--- config.mk ---
export PLATFORM = sky130hd
export DESIGN_NAME = pc_sequencer
export DESIGN_NICKNAME = d
export VERILOG_FILES = /design/src/rtl/riscv_pkg.sv /design/src/rtl/pc_sequencer_branch_cond.sv /design/src/rtl/pc_sequencer.sv
export SDC_FILE = /design/constraint.sdc
export NUM_CORES = 1
export LEC_CHECK = 0
export CAP_MARGIN = 10
export CORE_ASPECT_RATIO = 2
export CORE_MARGIN = 5
export CORE_UTILIZATION = 40
export DETAILED_ROUTE_END_ITERATION = 8
export GPL_TIMING_DRIVEN = 0
export PLACE_DENSITY = 0.79
export SYNTH_ARGS = -nofsm -noshare
export SYNTH_HDL_FRONTEND = slang
export SYNTH_HIERARCHICAL = 1
export SYNTH_SLANG_ARGS = --single-unit
--- constraint.sdc ---
create_clock -name CLK -period 6.12 [get_ports CLK]
set_input_delay 1.224 -clock CLK [delete_from_list [all_inputs] [get_ports CLK]]
set_output_delay 1.224 -clock CLK [all_outputs]
set_load 0.01 [all_outputs]
--- src/rtl/riscv_pkg.sv ---
// Shared definitions for the PC sequencer: branch opcodes, FSM state
// encoding and the default datapath width.
package riscv_pkg;

  localparam int XLEN_DEFAULT = 32;

  localparam logic [2:0] BR_SEQ  = 3'd0;
  localparam logic [2:0] BR_ZER  = 3'd1;
  localparam logic [2:0] BR_NZR  = 3'd2;
  localparam logic [2:0] BR_DAT  = 3'd3;
  localparam logic [2:0] BR_NDT  = 3'd4;
  localparam logic [2:0] BR_JMP  = 3'd5;
  localparam logic [2:0] BR_JALR = 3'd6;
  localparam logic [2:0] BR_RSV  = 3'd7;

  typedef enum logic {
    ST_RUN  = 1'b0,
    ST_TRAP = 1'b1
  } state_t;

  // True for the flag-conditional branches (ZER, NZR, DAT, NDT).
  function automatic logic is_cond_branch(input logic [2:0] op);
    return (op >= BR_ZER) && (op <= BR_NDT);
  endfunction

endpackage

--- src/rtl/pc_sequencer_branch_cond.sv ---
// Branch condition evaluation from the ALU flags. Purely combinational.
// Reserved opcode 7 behaves like SEQ (never taken).
module branch_cond
  import riscv_pkg::*;
#(
  parameter int XLEN = XLEN_DEFAULT
) (
  input  logic [2:0]      opcode,
  input  logic            br_valid,
  input  logic            z,
  input  logic [XLEN-1:0] d,
  output logic            cond
);

  // Decode the opcode into a take/no-take decision; no valid command means no branch.
  always_comb begin
    cond = 1'b0;
    if (br_valid) begin
      case (opcode)
        BR_ZER:           cond = z;
        BR_NZR:           cond = ~z;
        BR_DAT:           cond = |d;
        BR_NDT:           cond = ~(|d);
        BR_JMP, BR_JALR:  cond = 1'b1;
        BR_SEQ, BR_RSV:   cond = 1'b0;
        default:          cond = 1'b0;
      endcase
    end
  end

endmodule

--- src/rtl/pc_sequencer.sv ---
// Registered program-counter sequencer with branch evaluation, JALR target,
// link address and misaligned-target trap.
// Optional feature: define BRANCH_STATS_EN to add saturating taken/not-taken
// counters for the conditional branches (BR_TAKEN_CNT, BR_NTAKEN_CNT).
//
// state   | meaning
// --------+---------------------------------------------------------------
// ST_RUN  | normal sequencing; commands consumed on advance cycles
// ST_TRAP | one cycle after loading the trap vector; all inputs ignored
module pc_sequencer
  import riscv_pkg::*;
#(
  parameter int              XLEN         = XLEN_DEFAULT,
  parameter logic [XLEN-1:0] RESET_VECTOR = '0,
  parameter logic [XLEN-1:0] TRAP_VECTOR  = XLEN'(32'h0000_0100),
  parameter int              ILEN_BYTES   = 4
) (
  input  logic            CLK,
  input  logic            RST,
  input  logic            BR_VALID,
  input  logic [2:0]      OPCODE,
  input  logic            Z,
  input  logic [XLEN-1:0] D,
  input  logic [XLEN-1:0] IMM,
  input  logic [XLEN-1:0] RS1,
  input  logic            HOLD,
  input  logic            FETCH_RDY,
  output logic [XLEN-1:0] PC,
  output logic [XLEN-1:0] LINK,
  output logic            TAKEN,
  output logic            TRAP,
  output logic [XLEN-1:0] EPC
`ifdef BRANCH_STATS_EN
  ,
  output logic [31:0]     BR_TAKEN_CNT,
  output logic [31:0]     BR_NTAKEN_CNT
`endif
);

  localparam logic [XLEN-1:0] STEP       = XLEN'(ILEN_BYTES);
  localparam logic [XLEN-1:0] ALIGN_MASK = XLEN'(ILEN_BYTES - 1);

  state_t          state_q, state_d;
  logic [XLEN-1:0] pc_q, pc_d;
  logic [XLEN-1:0] epc_q, epc_d;
  logic            taken_q, taken_d;
  logic            trap_q, trap_d;

  logic            advance;
  logic            cond;
  logic [XLEN-1:0] jalr_sum;
  logic [XLEN-1:0] target;
  logic            misaligned;

  branch_cond #(.XLEN(XLEN)) u_cond (
    .opcode   (OPCODE),
    .br_valid (BR_VALID),
    .z        (Z),
    .d        (D),
    .cond     (cond)
  );

  assign advance    = FETCH_RDY & ~HOLD;
  assign jalr_sum   = RS1 + IMM;
  assign target     = (OPCODE == BR_JALR) ? {jalr_sum[XLEN-1:1], 1'b0} : (pc_q + IMM);
  assign misaligned = cond & ((target & ALIGN_MASK) != '0);

  // Next-state and next-PC selection; pulses default low so a stall never stretches them.
  always_comb begin
    state_d = state_q;
    pc_d    = pc_q;
    epc_d   = epc_q;
    taken_d = 1'b0;
    trap_d  = 1'b0;
    case (state_q)
      ST_RUN: begin
        if (advance) begin
          if (!cond) begin
            pc_d = pc_q + STEP;
          end else if (misaligned) begin
            pc_d    = TRAP_VECTOR;
            epc_d   = pc_q;
            trap_d  = 1'b1;
            state_d = ST_TRAP;
          end else begin
            pc_d    = target;
            taken_d = 1'b1;
          end
        end
      end
      ST_TRAP: state_d = ST_RUN;
      default: state_d = ST_RUN;
    endcase
  end

  // FSM state and registered outputs.
  always_ff @(posedge CLK or negedge RST) begin
    if (!RST) begin
      state_q <= ST_RUN;
      pc_q    <= RESET_VECTOR;
      epc_q   <= '0;
      taken_q <= 1'b0;
      trap_q  <= 1'b0;
    end else begin
      state_q <= state_d;
      pc_q    <= pc_d;
      epc_q   <= epc_d;
      taken_q <= taken_d;
      trap_q  <= trap_d;
    end
  end

  assign PC    = pc_q;
  assign LINK  = pc_q + STEP;
  assign TAKEN = taken_q;
  assign TRAP  = trap_q;
  assign EPC   = epc_q;

`ifdef BRANCH_STATS_EN
  logic [31:0] br_taken_cnt_q, br_taken_cnt_d;
  logic [31:0] br_ntaken_cnt_q, br_ntaken_cnt_d;
  logic        count_en;

  // Only consumed, non-trapping conditional branches are counted.
  assign count_en = (state_q == ST_RUN) & advance & BR_VALID & is_cond_branch(OPCODE) & ~misaligned;

  // Saturating counter updates split by the branch outcome.
  always_comb begin
    br_taken_cnt_d  = br_taken_cnt_q;
    br_ntaken_cnt_d = br_ntaken_cnt_q;
    if (count_en) begin
      if (cond) begin
        if (br_taken_cnt_q != '1) br_taken_cnt_d = br_taken_cnt_q + 32'd1;
      end else begin
        if (br_ntaken_cnt_q != '1) br_ntaken_cnt_d = br_ntaken_cnt_q + 32'd1;
      end
    end
  end

  // Statistics registers.
  always_ff @(posedge CLK or negedge RST) begin
    if (!RST) begin
      br_taken_cnt_q  <= '0;
      br_ntaken_cnt_q <= '0;
    end else begin
      br_taken_cnt_q  <= br_taken_cnt_d;
      br_ntaken_cnt_q <= br_ntaken_cnt_d;
    end
  end

  assign BR_TAKEN_CNT  = br_taken_cnt_q;
  assign BR_NTAKEN_CNT = br_ntaken_cnt_q;
`endif

endmodule

==> impl_metrics.tcl <==
set metrics [dict create \
    grt_pass1_vias 7720 \
    areaGrowthSynthToFinish_pct 36.58 \
    worstPathRequired_ns 6.34 \
    grt_max_degree 67 \
    skew_ns 0.01021 \
    synthSimpleGateAreaFrac_pct 18.24 \
    synth_cell_types 75 \
    antenna_cells 0 \
    hold-path-endpoint "EPC[6]$_DFFE_PN0P_" \
    cts_resized 0 \
    synth.avg_cell_area_sq_um 8.310 \
    relSlewSlack_pct 31.19 \
    post-route-min-period_ns 4.789 \
    ios 203 \
    ctsHoldBuffers 0 \
    cts_tree "built" \
    synthTopCellsByArea "dfrtp_1 (23%), ha_1 (11%), xnor2_1 (5.6%), a21oi_1 (5.4%), mux2_2 (5.2%)" \
    max_freq_mhz 208.8 \
    synth_top_area_cell "dfrtp_1" \
    cpPeakStageDelay_ns 0.65 \
    initialDrtViolationCount 705 \
    grt_pass1_wl_um 39620 \
    synth_top_family_by_area "compound AO/OA/AOI/OAI gates" \
    drc 0 \
    hold_depth 1 \
    synth_compound_area_share_pct 28.15 \
    ys_seq_elements 66 \
    r2r_end "PC[26]$_DFFE_PN0P_" \
    start_util_pct 40.20 \
    wl_per_cell_um 19.38 \
    r2r_start "PC[0]$_DFFE_PN0P_" \
    maxSlewViolCount 0 \
    critical_path_class "in2reg" \
    path_delay_family "buffers and inverters" \
    setup_viol 0 \
    post_cts_buffers 0 \
    critPathMaxFanout 10 \
    min_period_over_period_pct 78.25 \
    port_buffers 202 \
    place_inst 1267 \
    globalRouteOverflowTotal 0 \
    dieHeight_um 198.2 \
    clkSinkCount 66 \
    path_buf_inv 3 \
    worstMarginPinSlew_ns 1.006 \
    grt_usage_pct 23.29 \
    worst_r2r_path_depth 11 \
    hold_class "reg2reg" \
    fin_setup_tns_ns 0 \
    clock_path_buffers 2 \
    cts_buffers 9 \
    synth.area.mux_share_pct 6.096 \
    r2r_setup_slack_ns 2.76 \
    rsz0062_at_grt "false" \
    synthAdderAreaFrac_pct 11.52 \
    synth_edf_count 0 \
    clk_latency_ns 0.34 \
    hold_ws_ns 0.5027 \
    yosys_warnings 6 \
    end_kind "flip-flop" \
    final_cell_count_no_fill 1283 \
    first_pass_iters 6 \
    final_cell_mix "clkdlybuf4s50_1 (201), a21oi_1 (77), nand2_1 (68)" \
    final_nets 1234 \
    status "complete, no violations" \
    rows 69 \
    crit_chain "clkdlybuf4s50_1 -> nor4_2 -> nand4_1 -> o21a_1 -> a311oi_1 -> clkbuf_1 -> nand2_1 -> nor2_1 -> clkbuf_1 -> mux2_2" \
    path_common_cell "clkbuf_1" \
    dp_hpwl_um 20450 \
    coreArea_sq_um 17610 \
    crit_arrival_ns 5.01 \
    vias 7764 \
    power.leakage_nw 4.107 \
    dieArea_sq_um 20620 \
    ys.flop_type "dfrtp_1" \
    synth_area_sq_um 7081 \
    p_per_area_nw_per_um2 290.1 \
    globalplace.congestion 0.9392 \
    async_reset_ff_share_pct 100.0 \
    seq_area_frac_synth_pct 23.33 \
    synth_nets 1021 \
    ant_nets 0 \
    antenna_found_initial 0 \
    drive_above_1_share_pct 7.664 \
    start_kind "input port" \
    synth_xor_area_share_pct 9.772 \
    cts_max_level 3 \
    drt-total-wl_um 24860 \
    syn_inst 852 \
    vias_per_cell 6.051 \
    hold_start "EPC[6]$_DFFE_PN0P_" \
    clkTransAtPathRegs_ns 0.06 \
    slowest_stage "clkbuf_1" \
    vdd_drop_max_uv 156.7 \
    hold_viol_final 0 \
    die_x_um 104.1 \
    cts_root_buf "clkbuf_16" \
    drv_cap 0 \
    final_common_cell "clkdlybuf4s50_1" \
    synth_top_area_share_pct 23.33 \
]
## synth_stat cells (3+ instances only)
| master | n |
|---|---|
| a221oi_1 | 5 |
| o31ai_1 | 3 |
| nor3b_1 | 3 |
| mux2_2 | 33 |
| o21bai_1 | 4 |
| xor2_1 | 34 |
| clkbuf_1 | 34 |
| and2_1 | 9 |
| o32ai_1 | 3 |
| a21o_1 | 42 |
| or2_2 | 3 |
| a31oi_1 | 7 |
| dfrtp_1 | 66 |
| o22ai_1 | 4 |
| a21o_2 | 3 |
| o21a_1 | 11 |
| nand2b_1 | 3 |
| and3_1 | 21 |
| ha_1 | 62 |
| nor3_1 | 13 |
| a22oi_1 | 7 |
| nand2_1 | 68 |
| a211oi_2 | 3 |
| a22o_1 | 5 |
| nor2_1 | 57 |
| o21ai_1 | 4 |
| or3_1 | 4 |
| nor4_1 | 12 |
| a21oi_1 | 77 |
| o311ai_0 | 3 |
| a211oi_1 | 9 |
| o221ai_1 | 4 |
| o21ai_0 | 63 |
| xnor2_1 | 45 |
| nand3_1 | 25 |
| inv_1 | 14 |
| mux2i_1 | 6 |
| nand4_1 | 20 |
| nor2b_1 | 8 |
| o211ai_1 | 7 |
## sequential cells by signal (all words and copies together) (netlist names)
name and cells:
EPC 32, PC 32, TAKEN 1, state_q 1
## power breakdown
part           internal [mW]  switching (mW)  total (mW)
clock                  0.318           0.210       0.528
combinational          0.793           0.776        1.57
sequential             0.553           0.156       0.708
total                   1.66            1.14        2.81
## layout make-up
cell class | count | area, sq um
flip-flops and latches | 66 | 1652
clock buffers | 9 | 225.2
fillers | 1640 | 7941
plain buffers | 38 | 152.6
repair buffers | 202 | 2019
inverters | 14 | 52.55
well taps | 213 | 266.5
multi-input cells | 734 | 5224
clock inverters | 7 | 78.83
## per-stage QoR
step | instance area, sq um | setup slack [ns] | total power, mW | util [%]
2_1_floorplan | 7081 | 2.350 | 1.582 | -
3_3_place_gp | 9369 | 1.102 | 2.223 | 53.20
3_5_place_dp | 9366 | 1.030 | 2.263 | 53.18
4_1_cts | 9671 | 1.313 | 2.800 | 54.91
5_1_grt | 9671 | 1.059 | 2.976 | 54.91
6_report | 9671 | 1.331 | 2.805 | 54.91
## layer usage
metal | share of wire [%] | global-route usage [%] | wire [um] | vias to the layer above
met3 | 7.4 | 4.209 | 1835 | 68
met2 | 50 | 40.86 | 12380 | 431
met4 | 3.5 | 9.462 | 871 | 0
met1 | 39 | 27.93 | 9771 | 3625
met5 | 0 | 0 | 0 | -
li1 | - | - | - | 3640
## cell families (layout without fill, tap and decap cells)
| kind of cell | Yosys count | count (layout) |
|---|---|---|
| mux | 39 | 39 |
| buf+inv | 52 | 270 |
| xor+xnor | 79 | 79 |
| compound gates | 294 | 294 |
| flops | 66 | 66 |
| fa+ha+maj | 64 | 64 |
| simple gates | 258 | 258 |
## worst max-delay path by stage
stage	start	endpoint	slack, ns	cells after the start
2_1_floorplan	IMM[0]	PC[28]$_DFFE_PN0P_	2.35	11
3_3_place_gp	D[9]	EPC[30]$_DFFE_PN0P_	1.10	10
3_5_place_dp	D[17]	EPC[8]$_DFFE_PN0P_	1.03	10
4_1_cts	PC[2]$_DFFE_PN0P_	LINK[26]	1.31	7
5_1_grt	PC[2]$_DFFE_PN0P_	LINK[26]	1.06	7
6_report	D[17]	EPC[28]$_DFFE_PN0P_	1.33	10
Note: power is estimated with default switching activity, not from simulation.
